### config.mk
export PLATFORM = sky130hd
export DESIGN_NAME = pmod_io_ctrl_flat
export DESIGN_NICKNAME = d
export VERILOG_FILES = /design/src/rtl/pmod_io_ctrl_if.sv /design/src/rtl/pmod_io_ctrl.sv /design/src/flat_wrapper.sv
export SDC_FILE = /design/constraint.sdc
export NUM_CORES = 1
export LEC_CHECK = 0
export ABC_AREA = 0
export CAP_MARGIN = 30
export CORE_MARGIN = 4
export CORE_UTILIZATION = 50
export DETAILED_ROUTE_END_ITERATION = 10
export GPL_TIMING_DRIVEN = 0
export PLACE_DENSITY = 0.77
export RECOVER_POWER = 50
export SETUP_SLACK_MARGIN = 0.02
export SKIP_LAST_GASP = 1
export SLEW_MARGIN = 0
export SYNTH_ARGS = -nofsm -noshare
export SYNTH_HDL_FRONTEND = slang
export SYNTH_SLANG_ARGS = --single-unit
### constraint.sdc
create_clock -name clk_i -period 1.95 [get_ports clk_i]
set_input_delay 0.39 -clock clk_i [delete_from_list [all_inputs] [get_ports clk_i]]
set_output_delay 0.39 -clock clk_i [all_outputs]
set_load 0.02 [all_outputs]
### src/rtl/pmod_io_ctrl_if.sv
// Board-side bundle for pmod_io_ctrl: button pins, display inputs, and LED/display outputs.
interface pmod_io_ctrl_if #(
   parameter int unsigned N_BTN    = 4,
   parameter int unsigned N_DIGITS = 4,
   parameter int unsigned LED_W    = 16
);
   logic [N_BTN-1:0]      buttons_i;
   logic [4*N_DIGITS-1:0] digits_i;
   logic [N_DIGITS-1:0]   dp_i;
   logic [N_DIGITS-1:0]   blank_i;
   logic [LED_W-1:0]      leds_i;
   logic [N_BTN-1:0]      btn_level_o;
   logic [N_BTN-1:0]      btn_press_o;
   logic [7:0]            seven_seg_o;
   logic [N_DIGITS-1:0]   digit_sel_o;
   logic [LED_W-1:0]      leds_o;

   // Driver side (board / testbench).
   modport master (
      output buttons_i, digits_i, dp_i, blank_i, leds_i,
      input  btn_level_o, btn_press_o, seven_seg_o, digit_sel_o, leds_o
   );

   // Controller side.
   modport slave (
      input  buttons_i, digits_i, dp_i, blank_i, leds_i,
      output btn_level_o, btn_press_o, seven_seg_o, digit_sel_o, leds_o
   );
endinterface

### src/rtl/pmod_io_ctrl.sv
// PMOD I/O controller: debounced buttons, multiplexed seven-segment display, registered LEDs.
module pmod_io_ctrl #(
   parameter int unsigned N_BTN           = 4,
   parameter int unsigned N_DIGITS        = 4,
   parameter int unsigned LED_W           = 16,
   parameter int unsigned DEBOUNCE_CYCLES = 250000,
   parameter int unsigned SCAN_CYCLES     = 50000,
   parameter int unsigned ACTIVE_LOW      = 1
) (
   input logic            clk_i,
   input logic            rst_n_i,
   pmod_io_ctrl_if.slave  bus
);
   localparam int unsigned DB_W  = (DEBOUNCE_CYCLES > 1) ? $clog2(DEBOUNCE_CYCLES) : 1;
   localparam int unsigned PS_W  = (SCAN_CYCLES > 1) ? $clog2(SCAN_CYCLES) : 1;
   localparam int unsigned IDX_W = (N_DIGITS > 1) ? $clog2(N_DIGITS) : 1;
   localparam logic [DB_W-1:0]  DB_LAST  = DB_W'(DEBOUNCE_CYCLES - 1);
   localparam logic [PS_W-1:0]  PS_LAST  = PS_W'(SCAN_CYCLES - 1);
   localparam logic [IDX_W-1:0] IDX_LAST = IDX_W'(N_DIGITS - 1);
   localparam logic             POL      = (ACTIVE_LOW != 0);

   logic [N_BTN-1:0]    btn_raw_c;
   logic [N_BTN-1:0]    sync1_q, sync2_q;
   logic [N_BTN-1:0]    level_q, press_q;
   logic [DB_W-1:0]     cnt_q [N_BTN];
   logic [PS_W-1:0]     pre_q;
   logic [IDX_W-1:0]    idx_q;
   logic [3:0]          hex_c;
   logic                dp_c, blank_c;
   logic [6:0]          glyph_c;
   logic [7:0]          seg_c, seg_q;
   logic [N_DIGITS-1:0] sel_c, sel_q;
   logic [LED_W-1:0]    led_q;

   assign btn_raw_c = bus.buttons_i ^ {N_BTN{POL}};

   // Synchronise buttons and accept a level change only after DEBOUNCE_CYCLES stable mismatches.
   always_ff @(posedge clk_i or negedge rst_n_i) begin
      if (!rst_n_i) begin
         sync1_q <= '0;
         sync2_q <= '0;
         level_q <= '0;
         press_q <= '0;
         for (int i = 0; i < int'(N_BTN); i++) cnt_q[i] <= '0;
      end else begin
         sync1_q <= btn_raw_c;
         sync2_q <= sync1_q;
         for (int i = 0; i < int'(N_BTN); i++) begin
            press_q[i] <= 1'b0;
            if (sync2_q[i] == level_q[i]) begin
               cnt_q[i] <= '0;
            end else if (cnt_q[i] == DB_LAST) begin
               cnt_q[i]   <= '0;
               level_q[i] <= ~level_q[i];
               press_q[i] <= ~level_q[i];
            end else begin
               cnt_q[i] <= cnt_q[i] + DB_W'(1);
            end
         end
      end
   end

   // Scan prescaler; the digit index steps on each terminal count.
   always_ff @(posedge clk_i or negedge rst_n_i) begin
      if (!rst_n_i) begin
         pre_q <= '0;
         idx_q <= '0;
      end else if (pre_q == PS_LAST) begin
         pre_q <= '0;
         idx_q <= (idx_q == IDX_LAST) ? '0 : idx_q + IDX_W'(1);
      end else begin
         pre_q <= pre_q + PS_W'(1);
      end
   end

   // Pick the currently scanned digit's nibble, decimal point and blank flag.
   always_comb begin
      hex_c   = '0;
      dp_c    = 1'b0;
      blank_c = 1'b0;
      for (int d = 0; d < int'(N_DIGITS); d++) begin
         if (idx_q == IDX_W'(d)) begin
            hex_c   = bus.digits_i[4*d +: 4];
            dp_c    = bus.dp_i[d];
            blank_c = bus.blank_i[d];
         end
      end
   end

   // Hex to {g..a} glyph.
   always_comb begin
      glyph_c = 7'h00;
      case (hex_c)
         4'h0: glyph_c = 7'h3F;
         4'h1: glyph_c = 7'h06;
         4'h2: glyph_c = 7'h5B;
         4'h3: glyph_c = 7'h4F;
         4'h4: glyph_c = 7'h66;
         4'h5: glyph_c = 7'h6D;
         4'h6: glyph_c = 7'h7D;
         4'h7: glyph_c = 7'h07;
         4'h8: glyph_c = 7'h7F;
         4'h9: glyph_c = 7'h6F;
         4'hA: glyph_c = 7'h77;
         4'hB: glyph_c = 7'h7C;
         4'hC: glyph_c = 7'h39;
         4'hD: glyph_c = 7'h5E;
         4'hE: glyph_c = 7'h79;
         default: glyph_c = 7'h71;
      endcase
   end

   assign seg_c = blank_c ? 8'h00 : {dp_c, glyph_c};
   assign sel_c = N_DIGITS'(1) << idx_q;

   // Select, segments and LEDs registered together so select and segments stay aligned.
   always_ff @(posedge clk_i or negedge rst_n_i) begin
      if (!rst_n_i) begin
         sel_q <= '0;
         seg_q <= '0;
         led_q <= '0;
      end else begin
         sel_q <= sel_c;
         seg_q <= seg_c;
         led_q <= bus.leds_i;
      end
   end

   assign bus.btn_level_o = level_q;
   assign bus.btn_press_o = press_q;
   assign bus.seven_seg_o = seg_q ^ {8{POL}};
   assign bus.digit_sel_o = sel_q ^ {N_DIGITS{POL}};
   assign bus.leds_o      = led_q ^ {LED_W{POL}};
endmodule
### src/flat_wrapper.sv
// flat-port wrapper written by rule: the top's interface ports become plain ports
module pmod_io_ctrl_flat 
#(
   parameter int unsigned N_BTN           = 4,
   parameter int unsigned N_DIGITS        = 4,
   parameter int unsigned LED_W           = 16,
   parameter int unsigned DEBOUNCE_CYCLES = 250000,
   parameter int unsigned SCAN_CYCLES     = 50000,
   parameter int unsigned ACTIVE_LOW      = 1
)
  (clk_i, rst_n_i, bus_buttons_i, bus_digits_i, bus_dp_i, bus_blank_i, bus_leds_i, bus_btn_level_o, bus_btn_press_o, bus_seven_seg_o, bus_digit_sel_o, bus_leds_o);
  pmod_io_ctrl_if #(.N_BTN(N_BTN), .N_DIGITS(N_DIGITS), .LED_W(LED_W)) bus_i ();
  input logic clk_i;
  input logic rst_n_i;
  input wire logic [$bits(bus_i.buttons_i)-1:0] bus_buttons_i;
  input wire logic [$bits(bus_i.digits_i)-1:0] bus_digits_i;
  input wire logic [$bits(bus_i.dp_i)-1:0] bus_dp_i;
  input wire logic [$bits(bus_i.blank_i)-1:0] bus_blank_i;
  input wire logic [$bits(bus_i.leds_i)-1:0] bus_leds_i;
  output wire logic [$bits(bus_i.btn_level_o)-1:0] bus_btn_level_o;
  output wire logic [$bits(bus_i.btn_press_o)-1:0] bus_btn_press_o;
  output wire logic [$bits(bus_i.seven_seg_o)-1:0] bus_seven_seg_o;
  output wire logic [$bits(bus_i.digit_sel_o)-1:0] bus_digit_sel_o;
  output wire logic [$bits(bus_i.leds_o)-1:0] bus_leds_o;
  assign bus_i.buttons_i = bus_buttons_i;
  assign bus_i.digits_i = bus_digits_i;
  assign bus_i.dp_i = bus_dp_i;
  assign bus_i.blank_i = bus_blank_i;
  assign bus_i.leds_i = bus_leds_i;
  assign bus_btn_level_o = bus_i.btn_level_o;
  assign bus_btn_press_o = bus_i.btn_press_o;
  assign bus_seven_seg_o = bus_i.seven_seg_o;
  assign bus_digit_sel_o = bus_i.digit_sel_o;
  assign bus_leds_o = bus_i.leds_o;
  pmod_io_ctrl #(.N_BTN(N_BTN), .N_DIGITS(N_DIGITS), .LED_W(LED_W), .DEBOUNCE_CYCLES(DEBOUNCE_CYCLES), .SCAN_CYCLES(SCAN_CYCLES), .ACTIVE_LOW(ACTIVE_LOW)) u_core (.clk_i(clk_i), .rst_n_i(rst_n_i), .bus(bus_i));
endmodule
==> After elaboration in Yosys (flattened, before gate mapping) <==
Memories as Yosys holds them, arrays and structs flattened.
Index checks and enable logic that the tools add are counted.
{ "op_classes": {"n_addsub": 6, "n_mul": 0, "div_mod_pow": 0, "n_lt_le_gt_ge": 0, "n_eq_ne": 12, "shifts": 1, "n_mux": 31, "bitwise": 12, "reduce_logical": 5} }
{ "ops": {"columns": ["operator", "count"], "rows": [
  ["2-to-1 mux 18 bit", 8],
  ["adder 18 x 1 -> 18 bit, second input constant", 4],
  ["== test 18 bit, second input constant", 4],
  ["adder 16 x 1 -> 16 bit, second input constant", 1],
  ["== test 16 bit, second input constant", 1],
  ["2-to-1 mux 1 bit", 16],
  ["2-to-1 mux 16 bit", 1],
  ["2-to-1 mux 4 bit", 4],
  ["inverter 16 bit", 1],
  ["2-to-1 mux 8 bit", 1],
  ["inverter 1 bit", 8],
  ["inverter 4 bit", 2],
  ["inverter 8 bit", 1],
  ["AND reduction 2 bit", 4],
  ["== test 1 bit", 4],
  ["== test 2 bit, second input constant", 2],
  ["left shift 1 x 2 -> 4 bit, first input constant", 1],
  ["adder 2 x 1 -> 2 bit, second input constant", 1],
  ["== test 2 x 1 -> 1 bit, second input constant", 1],
  ["zero test 2 bit", 1],
  ["2-to-1 mux 2 bit", 1]
]} }
{ "totals": {"regBits": 134, "latchBits": 0, "mem_bits_rw": 0, "mem_bits_ro": 112, "in_bits": 46, "mem_count": 1} }
{ "memory_table": {"columns": ["name", "words", "word_bits", "read_ports", "rd_ports_with_merged_regs", "write_ports", "line_no", "text"], "rows": [
  ["(no name shown)", 16, 7, 1, 0, 0, "pmod_io_ctrl.sv:93", "case (hex_c)"]
]} }

==> Logic depth before layout (Yosys ltp) <==
Gate-level depths: netlist of run 1.
An unclocked memory read counts as a cell.
{ "depth": {"ltp_word": 7, "ltp_mapped": 11, "mapped_depth_nobuf": 10} }

==> Worst setup path after synthesis of run 1 <==
OpenSTA, ideal clock, no wires.
{ "synth_path": {"path_kind": "reg-to-reg", "from": "reg u_core.idx_q[1]", "to": "reg u_core.seg_q[3]", "t_arrival_ns": 1.971, "t_required_ns": 1.825, "setup_slack_ns": -0.146, "path_stages_with_launch": 11, "path_cell_list": "dfrtp_1 -> inv_1 -> ha_1 -> buf_6 -> nor2b_2 -> a22oi_1 -> a21oi_1 -> inv_1 -> ha_1 -> o2111ai_1 -> nand2_1"} }
{ "synth_via": {"elab_chain_len": 7, "elab_cells_between_ends": 14} }
{ "synth_rtl": {"columns": ["element", "line_no", "text"], "rows": [
  ["from (decl)", "pmod_io_ctrl.sv:27", "logic [IDX_W-1:0] idx_q;"],
  ["from (signal assigned)", "pmod_io_ctrl.sv:70", "idx_q <= (idx_q == IDX_LAST) ? '0 : idx_q + IDX_W'(1);"],
  ["zero test 2 bit", "pmod_io_ctrl.sv:82", "if (idx_q == IDX_W'(d)) begin"],
  ["2-to-1 mux 4 bit (4 in a row)", "pmod_io_ctrl.sv:82", null],
  ["memory (16 x 7 bit)", null, null],
  ["2-to-1 mux 8 bit *", "pmod_io_ctrl.sv:113", "assign seg_c = blank_c ? 8'h00 : {dp_c, glyph_c};"],
  ["named net u_core.seg_c[3]", "pmod_io_ctrl.sv:31", "logic [7:0] seg_c, seg_q;"],
  ["to (signal assigned)", "pmod_io_ctrl.sv:124", "seg_q <= seg_c;"],
  ["to (decl)", "pmod_io_ctrl.sv:31", null]
]} }
The timed path passes the listed nets; every way through them passes the cells marked *.
A chain may end at the register's enable or synchronous reset.

==> Worst setup path in the final report of run 1 <==
{ "layout_path": {"from": "reg u_core.idx_q[1]", "to": "reg u_core.seg_q[2]"} }
Same word-level chain as after synthesis.

==> qor.yml, run 1 <==
worst_setup_path:
  rr_worst_depth: 9
  r2r_slack_ns: -0.08
  worst_setup_path_start_kind: "register"
  reg2reg_to: "u_core.seg_q[2]"
  startpoint: "u_core.idx_q[1]"
  crit_required_ns: 2.25
  path_max_fanout: 5
  cp-endpoint: "u_core.seg_q[2]"
  reg2reg_from: "u_core.idx_q[1]"
  worstSetupPathType: "reg -> reg"
  worstPathArrival_ns: 2.32
  cp-end-kind: "register"
power:
  leakagePower_nw: 3.68
  power.total_mw: 6.63
  power_density_nw_per_um2: 826
  vdd_ir_drop_max_mv: 0.447
sta:
  fin_crit_ns: 2.03
  holdWs_ns: 0.343
  drv_slew: 0
  rsz0062_at_grt: "true"
  setup_viol: 5
  fin_crit_sh_pct: 104
  slew_headroom_pct: 18.8
  hold_viol_final: 0
  layout_setup_ws_ns: -0.0763
  fmax_mhz: 494
  worst_pin_slew_ns: 1.22
  tns_ns: -0.305
  fin_worst_skew_ns: 0.0102
place:
  dp_hpwl_um: 8480
  routabilityCongestion: 0.839
  numPortBuffers: 81
  dp_cells: 804
clocking:
  cts.sinks: 134
  cts_tree: "yes"
  clk_path_buf_depth: 2
  cts_buffers: 17
  htreeDepth: 4
  clk_latency_ns: 0.41
  cts_root_buf: "clkbuf_16"
  path_clk_slew_ns: 0.06
drt:
  drcViolationCount: 0
  wl_per_cell_um: 14.9
  via_count: 4529
  drt_pass1_iterations: 6
  detail_route.vias_per_cell: 5.33
  drtIter0Drc: 210
  ant_nets: 0
  routed_wl_um: 12600
layout:
  drive_gt1_share_pct: 14.5
  fin_nets: 751
  layout.cells.non_filler: 850
  fin_util_pct: 67.1
  nFillCells: 869
  num_antenna_cells: 0
  areaGrowthSynthToFinish_pct: 32.0
yosys:
  yosys_warnings: 0
  yosys-top-cells-area: "dfrtp_1 (55%), xor2_1 (7.8%), nor2_1 (5.9%)"
  synth_fa_ha_area_share_pct: 3.09
  synth.avg_cell_area_um2: 10.6
  netlist.area_leader.share_pct: 55.1
  yosys.cell_types.count: 50
  synth-simple-area-share_pct: 21.0
  yosys.area.top_type: "dfrtp_1"
  synth_mux_area_share_pct: 1.40
  synth-xor-area-share_pct: 11.5
  synth_top_family_by_area: "simple AND/OR/NAND/NOR gates"
  ys.flop_type: "dfrtp_1"
  ys_async_sr_fraction_pct: 100
  synthesis.area_um2: 6080
  syn-instance-count: 575
  synth_compound_area_share_pct: 4.28
  ys_seq_area_share_pct: 55.1
  synth-edff-count: 0
  ys_ff_latch: 134
  syn_nets: 636
worst_hold_path:
  min_path_cells: 0
  min_path_type: "reg -> reg"
floorplan:
  pin_count: 82
  fp.dieW_um: 118
  coreArea_um2: 12000
  dieArea_um2: 14000
  row_count: 40
  start_util_pct: 50.8
  fp.dieH_um: 118
global_routing:
  grt_overflow: 0
  grt_pass1_vias: 4923
  grt_usage_pct: 19.6
  grt_max_degree: 82
  antenna_found_initial: 0
  grt_pass1_wl_um: 22500
outcome:
  failed_checks: "setup timing"
  status: "complete, but fails checks"
job:
  max_cap_violations: 0
==> Yosys cell counts (2+ instances only) <==
master     instances
nand4b_1           2
a22oi_1            2
xnor2_1           26
nand3_1           36
o211ai_1           2
nor3b_1            6
nor2_1            96
or3_1              2
o2111ai_1          2
a211oi_1           3
mux2_2             4
dfrtp_1          134
nand4_1           19
and4_1             7
xor2_1            54
and3_1            15
inv_1             42
buf_2              4
nor4b_1            3
nor2b_1            3
o21ai_0            6
nand3b_1           3
ha_1              15
nand2_1           37
and2_1             6
o221a_2            2
mux2i_1            4
nor4_1             4
buf_6              3
a21oi_1            5
o22a_1             2
nor3_1             8
==> timing repair <==
item	CTS	global route
hold buffers	1	0
resized for setup	21	22
setup buffers	11	3
endpoints found under the setup margin	17	57
pin swaps	9	7
cloned	1	0
endpoints found under the hold margin	53	0
==> registers in the layout (all words and copies together), names as in the netlist <==
| name | cells |
|---|---|
| u_core.sync1_q | 4 |
| u_core.led_q | 16 |
| u_core.sync2_q | 4 |
| u_core.seg_q | 8 |
| u_core.idx_q | 2 |
| u_core.pre_q | 16 |
| u_core.cnt_q | 72 |
| u_core.bus.btn_press_o | 4 |
| u_core.sel_q | 4 |
| u_core.bus.btn_level_o | 4 |
==> worst min path at each step <==
stage               slack [ns]                        end         startpoint
global placement          0.33          u_core.sync2_q[1]  u_core.sync1_q[1]
detailed placement        0.34          u_core.sync2_q[1]  u_core.sync1_q[1]
global route              0.35          u_core.sync2_q[2]  u_core.sync1_q[2]
finish                    0.34          u_core.sync2_q[2]  u_core.sync1_q[2]
CTS                       0.35          u_core.sync2_q[2]  u_core.sync1_q[2]
floorplan                 0.09  u_core.bus.btn_level_o[0]            rst_n_i
==> metal layers <==
layer / wire length [µm] / vias up / GRT usage (%)
li1: - / 2162 / -
met1: 5210 / 2259 / 23.0
met2: 6690 / 96 / 33.1
met3: 589 / 12 / 6.36
met4: 141 / 0 / 8.42
met5: 0 / - / 0
==> report_power, final <==
group	switching (mW)	total, mW	internal, mW	leakage, nW
Combinational	0.225	0.433	0.208	1.59
Clock	1.10	3.33	2.23	0.307
Sequential	0.0341	2.88	2.84	1.77
==> through the flow <==
| step | instance area [µm²] | setup WS, ns |
|---|---|---|
| floorplan | 6110 | 0.0400 |
| global placement | 7100 | -4.58 |
| detailed placement | 7130 | -0.299 |
| CTS | 7950 | -0.0943 |
| global route | 8030 | -0.187 |
| finish | 8030 | -0.0763 |
==> cell usage in the layout, fill, tap and decap left out, types with 5 or more instances in the layout <==
| cell type | Yosys | layout |
|---|---|---|
| dlygate4sd3_1 | 0 | 21 |
| clkdlybuf4s50_1 | 0 | 59 |
| xor2_1 | 54 | 54 |
| and3_1 | 15 | 15 |
| nand4_1 | 19 | 19 |
| xnor2_1 | 26 | 26 |
| nor2_1 | 96 | 95 |
| and2_1 | 6 | 5 |
| dfrtp_1 | 134 | 133 |
| ha_4 | 0 | 6 |
| clkbuf_16 | 0 | 17 |
| buf_4 | 1 | 13 |
| ha_1 | 15 | 6 |
| and4_1 | 7 | 7 |
| inv_1 | 42 | 37 |
| nor3_1 | 8 | 7 |
| nand3_1 | 36 | 34 |
| nor3b_1 | 6 | 6 |
| nand2_1 | 37 | 33 |
| o21ai_0 | 6 | 5 |
==> cells by family (layout without fill, tap and decap cells) <==
logic type | Yosys count | after routing
AOI/OAI and AO/OA | 33 | 33
xor gates and xnor gates | 80 | 80
adders and majority gates | 15 | 15
DFF | 134 | 134
muxes | 8 | 8
buffers and inverters | 50 | 178
and+or+nand+nor | 255 | 255
==> critical path, stage by stage, from the launching register on <==
cell and delay [ns]:
dfrtp_1 0.41, inv_2 0.11, buf_6 0.11, ha_4 0.15, nor2b_4 0.17, buf_4 0.14, a21oi_4 0.06, or2_4 0.24
buf_2 0.17, a311oi_2 0.34
==> layout make-up <==
type | instances | area (µm²) | share of cell area [%]
buffer | 6 | 47.5 | 0.592
clock buffer | 23 | 478 | 5.95
clock inverter | 9 | 148 | 1.84
inverter | 42 | 160 | 1.99
multi-input combinational | 391 | 2690 | 33.6
sequential | 134 | 3350 | 41.8
tap | 147 | 184 | 2.29
timing repair buffer | 98 | 963 | 12.0
No activity file was read; power rests on OpenSTA's default activity.
==> run 2, diff against run 1 <==
CORE_UTILIZATION = 40   (was 50)
PLACE_DENSITY = unset   (was 0.77)
==> qor.yml, run 2 (synthesized netlist as in run 1, its figures left out) <==
outcome:
  status: "complete, but fails checks"
  failed_checks: "setup timing"
layout:
  largest_register_ffs: 72  # unchanged
  regMostFlops: "u_core.cnt_q"
  final_area_um2: 8030  # unchanged
  final_cell_mix: "dfrtp_1 (133), nor2_1 (95), clkdlybuf4s50_1 (60)"
  reg_top3: "u_core.cnt_q x72, u_core.led_q x16, u_core.pre_q x16"
  areaGrowthSynthToFinish_pct: 32.0  # unchanged
  mostFrequentLayoutCell: "dfrtp_1"
  drive_gt1_share_pct: 14.2  # -0.32 points
  fin_nets: 755  # +0.53%
  num_antenna_cells: 0  # unchanged
floorplan:
  pin_count: 82  # unchanged
  dieArea_um2: 17200  # +23%
  start_util_pct: 41.4  # -9.5 points
  fp.dieW_um: 131  # +11%
  fp.dieH_um: 131  # +11%
  coreArea_um2: 14700  # +23%
  row_count: 44  # +10%
drt:
  drt_pass1_iterations: 4  # -2
  routed_wl_um: 12200  # -3.6%
  drcViolationCount: 0  # unchanged
  wl_per_cell_um: 13.7  # -7.8%
  ant_nets: 0  # unchanged
  via_count: 4417  # -2.5%
  detail_route.vias_per_cell: 4.97  # -6.8%
  drtIter0Drc: 179  # -15%
worst_setup_path:
  cp-end-kind: "register"
  r2r_slack_ns: -0.08  # about the same
  worstSetupPathType: "reg -> reg"
  startpoint: "u_core.idx_q[1]"
  reg2reg_from: "u_core.idx_q[1]"
  rr_worst_depth: 10  # +1
  worstPathArrival_ns: 2.32  # about the same
  reg2reg_to: "u_core.seg_q[6]"
  path_max_fanout: 5  # unchanged
  worst_setup_path_start_kind: "register"
  crit_required_ns: 2.25  # about the same
clocking:
  cts_buffers: 17  # unchanged
  cts.sinks: 134  # unchanged
  cts_root_buf: "clkbuf_16"
  path_clk_slew_ns: 0.05  # about the same
  clk_latency_ns: 0.41  # about the same
  htreeDepth: 4  # unchanged
  cts_tree: "yes"
  clk_path_buf_depth: 2  # unchanged
sta:
  rsz0062_at_grt: "true"
  holdWs_ns: 0.348  # +0.00503 ns
  fmax_mhz: 493  # about the same
  setup_viol: 5  # unchanged
  fin_crit_sh_pct: 104  # about the same
  hold_viol_final: 0  # unchanged
  slew_headroom_pct: 68.5  # +50 points
  worst_pin_slew_ns: 0.471  # -0.748 ns
  drv_slew: 0  # unchanged
  layout_setup_ws_ns: -0.0769  # -0.000644 ns
  fin_crit_ns: 2.03  # +0.000644 ns
  fin_worst_skew_ns: 0.00844  # -0.00172 ns
worst_hold_path:
  min_path_type: "reg -> reg"
  min_to: "u_core.sync2_q[0]"
  min_path_cells: 0  # unchanged
  min_from: "u_core.sync1_q[0]"
global_routing:
  grt_overflow: 0  # unchanged
  grt_pass1_wl_um: 21400  # -4.7%
  antenna_found_initial: 0  # unchanged
  grt_usage_pct: 15.0  # -4.6 points
  grt_max_degree: 87  # +6.1%
  grt_pass1_vias: 4660  # -5.3%
power:
  power.total_mw: 6.33  # -4.5%
  leakagePower_nw: 3.64  # -0.86%
  vdd_ir_drop_max_mv: 0.545  # +22%
  power_density_nw_per_um2: 789  # -4.5%
job:
  max_cap_violations: 0  # unchanged
place:
  dp_hpwl_um: 8430  # -0.59%
  preCtsSetupSlack_ns: -0.233  # +0.0652 ns
  numPortBuffers: 81  # unchanged
  dpl_cell_area_um2: 7180  # +0.65%
  routabilityCongestion: 0.870  # +3.7%
[run 2: where the power goes]
group          switching (mW)  internal (mW)  total [mW]  leakage [nW]
logic                   0.214          0.203       0.417          1.60
clock network            1.08           1.96        3.04         0.274
registers              0.0325           2.84        2.87          1.77
total                    1.32           5.01        6.33          3.64
[run 2: through the flow]
step | util (%) | cells | setup TNS (ns)
finish | 54.6 | 889 | -0.264
global route | 54.6 | 889 | -1.03
CTS | 53.8 | 883 | -0.210
detailed placement | 48.8 | 841 | -1.39
global placement | 48.6 | 840 | -631.97
floorplan | - | 575 | 0
[run 2: area by class of cell]
class	instances	area (µm²)
fillers	1240	6670
flip-flops and latches	134	3350
multi-input cells	391	2680
repair buffers	100	982
clock buffers	26	489
well taps	184	230
inverters	42	160
clock inverters	4	70.1
plain buffers	8	63.8
[run 2: repair_timing]
item | in CTS | in global routing
endpoints found under the hold margin | 48 | 0
setup buffers | 10 | 6
endpoints found under the setup margin | 7 | 47
gates cloned | 1 | 0
hold buffers | 1 | 0
resized for setup | 20 | 19
pin swaps | 9 | 8
[run 2: routing by layer]
layer | wire length [µm] | global-route usage (%) | up-vias
met4 | 282 | 7.47 | 0
met5 | 0 | 0 | -
met1 | 5430 | 18.4 | 2158
met2 | 5850 | 23.8 | 84
met3 | 619 | 4.97 | 19
li1 | - | - | 2156
[run 2: how the worst max path moves through the flow]
stage                                 end  slack [ns]  cells after the start
after floorplan           u_core.seg_q[5]        0.04                      9
after global placement    u_core.seg_q[3]       -4.72                      1
after detailed placement  u_core.seg_q[5]       -0.23                      9
after CTS                 u_core.seg_q[6]       -0.07                     10
after global routing      u_core.seg_q[6]       -0.16                     10
final                     u_core.seg_q[6]       -0.08                     10
[run 2: critical path, stage by stage (launching register included)]
cell and delay, ns:
dfrtp_1 0.39, inv_2 0.08, ha_4 0.17, buf_6 0.13, a21oi_2 0.13, o21ai_1 0.10, a22oi_2 0.26, buf_4 0.18
ha_4 0.13, mux2i_1 0.06, o221a_2 0.28
==> run 3, diff against run 2 <==
MAX_ROUTING_LAYER = met4   (was unset)
==> qor.yml, run 3 (synthesized netlist as in run 1, its figures left out) <==
layout:
  fin_nets: 754  # -0.13%
  final_cell_mix: "dfrtp_1 (133), nor2_1 (95), clkdlybuf4s50_1 (60)"
  seq_area_um2: 3350  # unchanged
  regMostFlops: "u_core.cnt_q"
  final_area_um2: 8020  # about the same
  drive_gt1_share_pct: 14.1  # -0.12 points
  largest_register_ffs: 72  # unchanged
  reg_top3: "u_core.cnt_q x72, u_core.led_q x16, u_core.pre_q x16"
  areaGrowthSynthToFinish_pct: 31.9  # about the same
  mostFrequentLayoutCell: "dfrtp_1"
  multiInputGateArea_um2: 2680  # unchanged
  num_antenna_cells: 0  # unchanged
  nFillCells: 1244  # +0.32%
  fin_util_pct: 54.6  # about the same
sta:
  drv_slew: 0  # unchanged
  setup_viol: 5  # unchanged
  fin_crit_sh_pct: 104  # about the same
  layout_setup_ws_ns: -0.0760  # +0.000943 ns
  hold_viol_final: 0  # unchanged
  slew_headroom_pct: 68.4  # -0.13 points
  fin_worst_skew_ns: 0.00779  # -0.000646 ns
  fmax_mhz: 494  # about the same
  fin_crit_ns: 2.03  # -0.000943 ns
  tns_ns: -0.258  # +0.00651 ns
  worst_pin_slew_ns: 0.473  # +0.00189 ns
  rsz0062_at_grt: "true"
clocking:
  clk_latency_ns: 0.41  # about the same
  cts_tree: "yes"
  path_clk_slew_ns: 0.05  # about the same
  htreeDepth: 4  # unchanged
  cts_root_buf: "clkbuf_16"
  clk_path_buf_depth: 2  # unchanged
  cts.sinks: 134  # unchanged
  cts_buffers: 17  # unchanged
worst_setup_path:
  path_max_fanout: 5  # unchanged
  crit_required_ns: 2.25  # about the same
  worstSetupPathType: "reg -> reg"
  cp-end-kind: "register"
  worstPathArrival_ns: 2.32  # about the same
  worst_setup_path_start_kind: "register"
drt:
  ant_nets: 0  # unchanged
  detail_route.vias_per_cell: 4.95  # -0.34%
  drtIter0Drc: 204  # +14%
  drcViolationCount: 0  # unchanged
  routed_wl_um: 12100  # -0.44%
  via_count: 4397  # -0.45%
  drt_pass1_iterations: 4  # unchanged
  wl_per_cell_um: 13.7  # -0.33%
outcome:
  failed_checks: "setup timing"
  status: "complete, but fails checks"
floorplan:
  fp.dieH_um: 131  # unchanged
  row_count: 44  # unchanged
  pin_count: 82  # unchanged
  fp.dieW_um: 131  # unchanged
  coreArea_um2: 14700  # unchanged
  start_util_pct: 41.4  # unchanged
  dieArea_um2: 17200  # unchanged
power:
  vdd_ir_drop_max_mv: 0.544  # -0.23%
  clkPwrFrac_pct: 48.0  # about the same
  switchingPower_mw: 1.32  # about the same
  power_density_nw_per_um2: 790  # about the same
  switching_share_pct: 20.9  # about the same
  leakagePower_nw: 3.64  # -0.11%
  combPwrFrac_pct: 6.6  # about the same
  sequentialPowerShare_pct: 45.4  # about the same
  p_int_mw: 5.01  # about the same
global_routing:
  grt_usage_pct: 15.4  # +0.47 points
  antenna_found_initial: 0  # unchanged
  grt_max_degree: 87  # unchanged
  grt_pass1_vias: 4646  # -0.30%
  grt_pass1_wl_um: 21400  # about the same
  grt_overflow: 0  # unchanged
place:
  dp_hpwl_um: 8430  # unchanged
  numPortBuffers: 81  # unchanged
  preCtsSetupSlack_ns: -0.233  # unchanged
  dpl_cell_area_um2: 7180  # unchanged
  routabilityCongestion: 0.884  # +1.6%
job:
  max_cap_violations: 0  # unchanged
worst_hold_path:
  min_path_type: "reg -> reg"
## run 3: final cells by class
type | count | area share (%)
well taps | 184 | 2.87
flip-flops and latches | 134 | 41.8
repair buffers | 99 | 12.2
multi-input cells | 391 | 33.4
clock buffers | 26 | 6.10
clock inverters | 4 | 0.873
inverters | 42 | 2.00
plain buffers | 8 | 0.796
## run 3: repair_timing
| item | in CTS | in global routing |
|---|---|---|
| hold buffers | 1 | 0 |
| buffers inserted | 10 | 5 |
| pin swaps | 9 | 8 |
| setup endpoints to repair | 7 | 47 |
| gates cloned | 1 | 0 |
| endpoints found under the hold margin | 48 | 0 |
| gates resized for setup | 20 | 19 |
## run 3: critical path, cell delays in order, from the launching register on
cell	delay [ns]
dfrtp_1	0.39
inv_2	0.08
ha_4	0.17
buf_6	0.13
a21oi_2	0.13
o21ai_1	0.10
a22oi_2	0.25
buf_4	0.18
ha_4	0.13
mux2i_1	0.06
o221a_2	0.28
## run 3: path summary, 6_finish.rpt
check | start | endpoint | slack, ns | depth (start not counted)
setup / recovery | u_core.idx_q[1] | u_core.seg_q[6] | -0.08 | 10
hold / removal | u_core.sync1_q[0] | u_core.sync2_q[0] | 0.35 | 0
setup reg to reg | u_core.idx_q[1] | u_core.seg_q[6] | -0.08 | 10
hold reg to reg | u_core.sync1_q[0] | u_core.sync2_q[0] | 0.35 | 0
max in group asynchronous | rst_n_i | u_core.idx_q[0] | 0.67 | 3
min in group asynchronous | rst_n_i | u_core.led_q[12] | 0.50 | 2
## run 3: power by group through the flow
stage / clock [mW] / sequential (mW) / combinational, mW
floorplan: 0 / 2.91 / 0.162
global placement: 0 / 2.92 / 0.397
detailed placement: 0 / 2.92 / 0.407
CTS: 3.12 / 2.87 / 0.424
global route: 3.25 / 2.88 / 0.463
finish: 3.04 / 2.87 / 0.416
## run 3: layer usage
metal	track usage, %	share of wire [%]	wire, µm
met1	18.5	45	5470
met2	23.8	48	5790
met3	4.70	4.7	575
met4	7.64	2.3	284
met5	-	0	0
## run 3: metrics by stage
stage                     instances  hold WS (ns)  power, mW
after floorplan                 575        0.0944       3.08
after global placement          840         0.333       3.32
after detailed placement        841         0.342       3.33
after CTS                       883         0.354       6.42
after global routing            888         0.355       6.59
final                           888         0.348       6.33
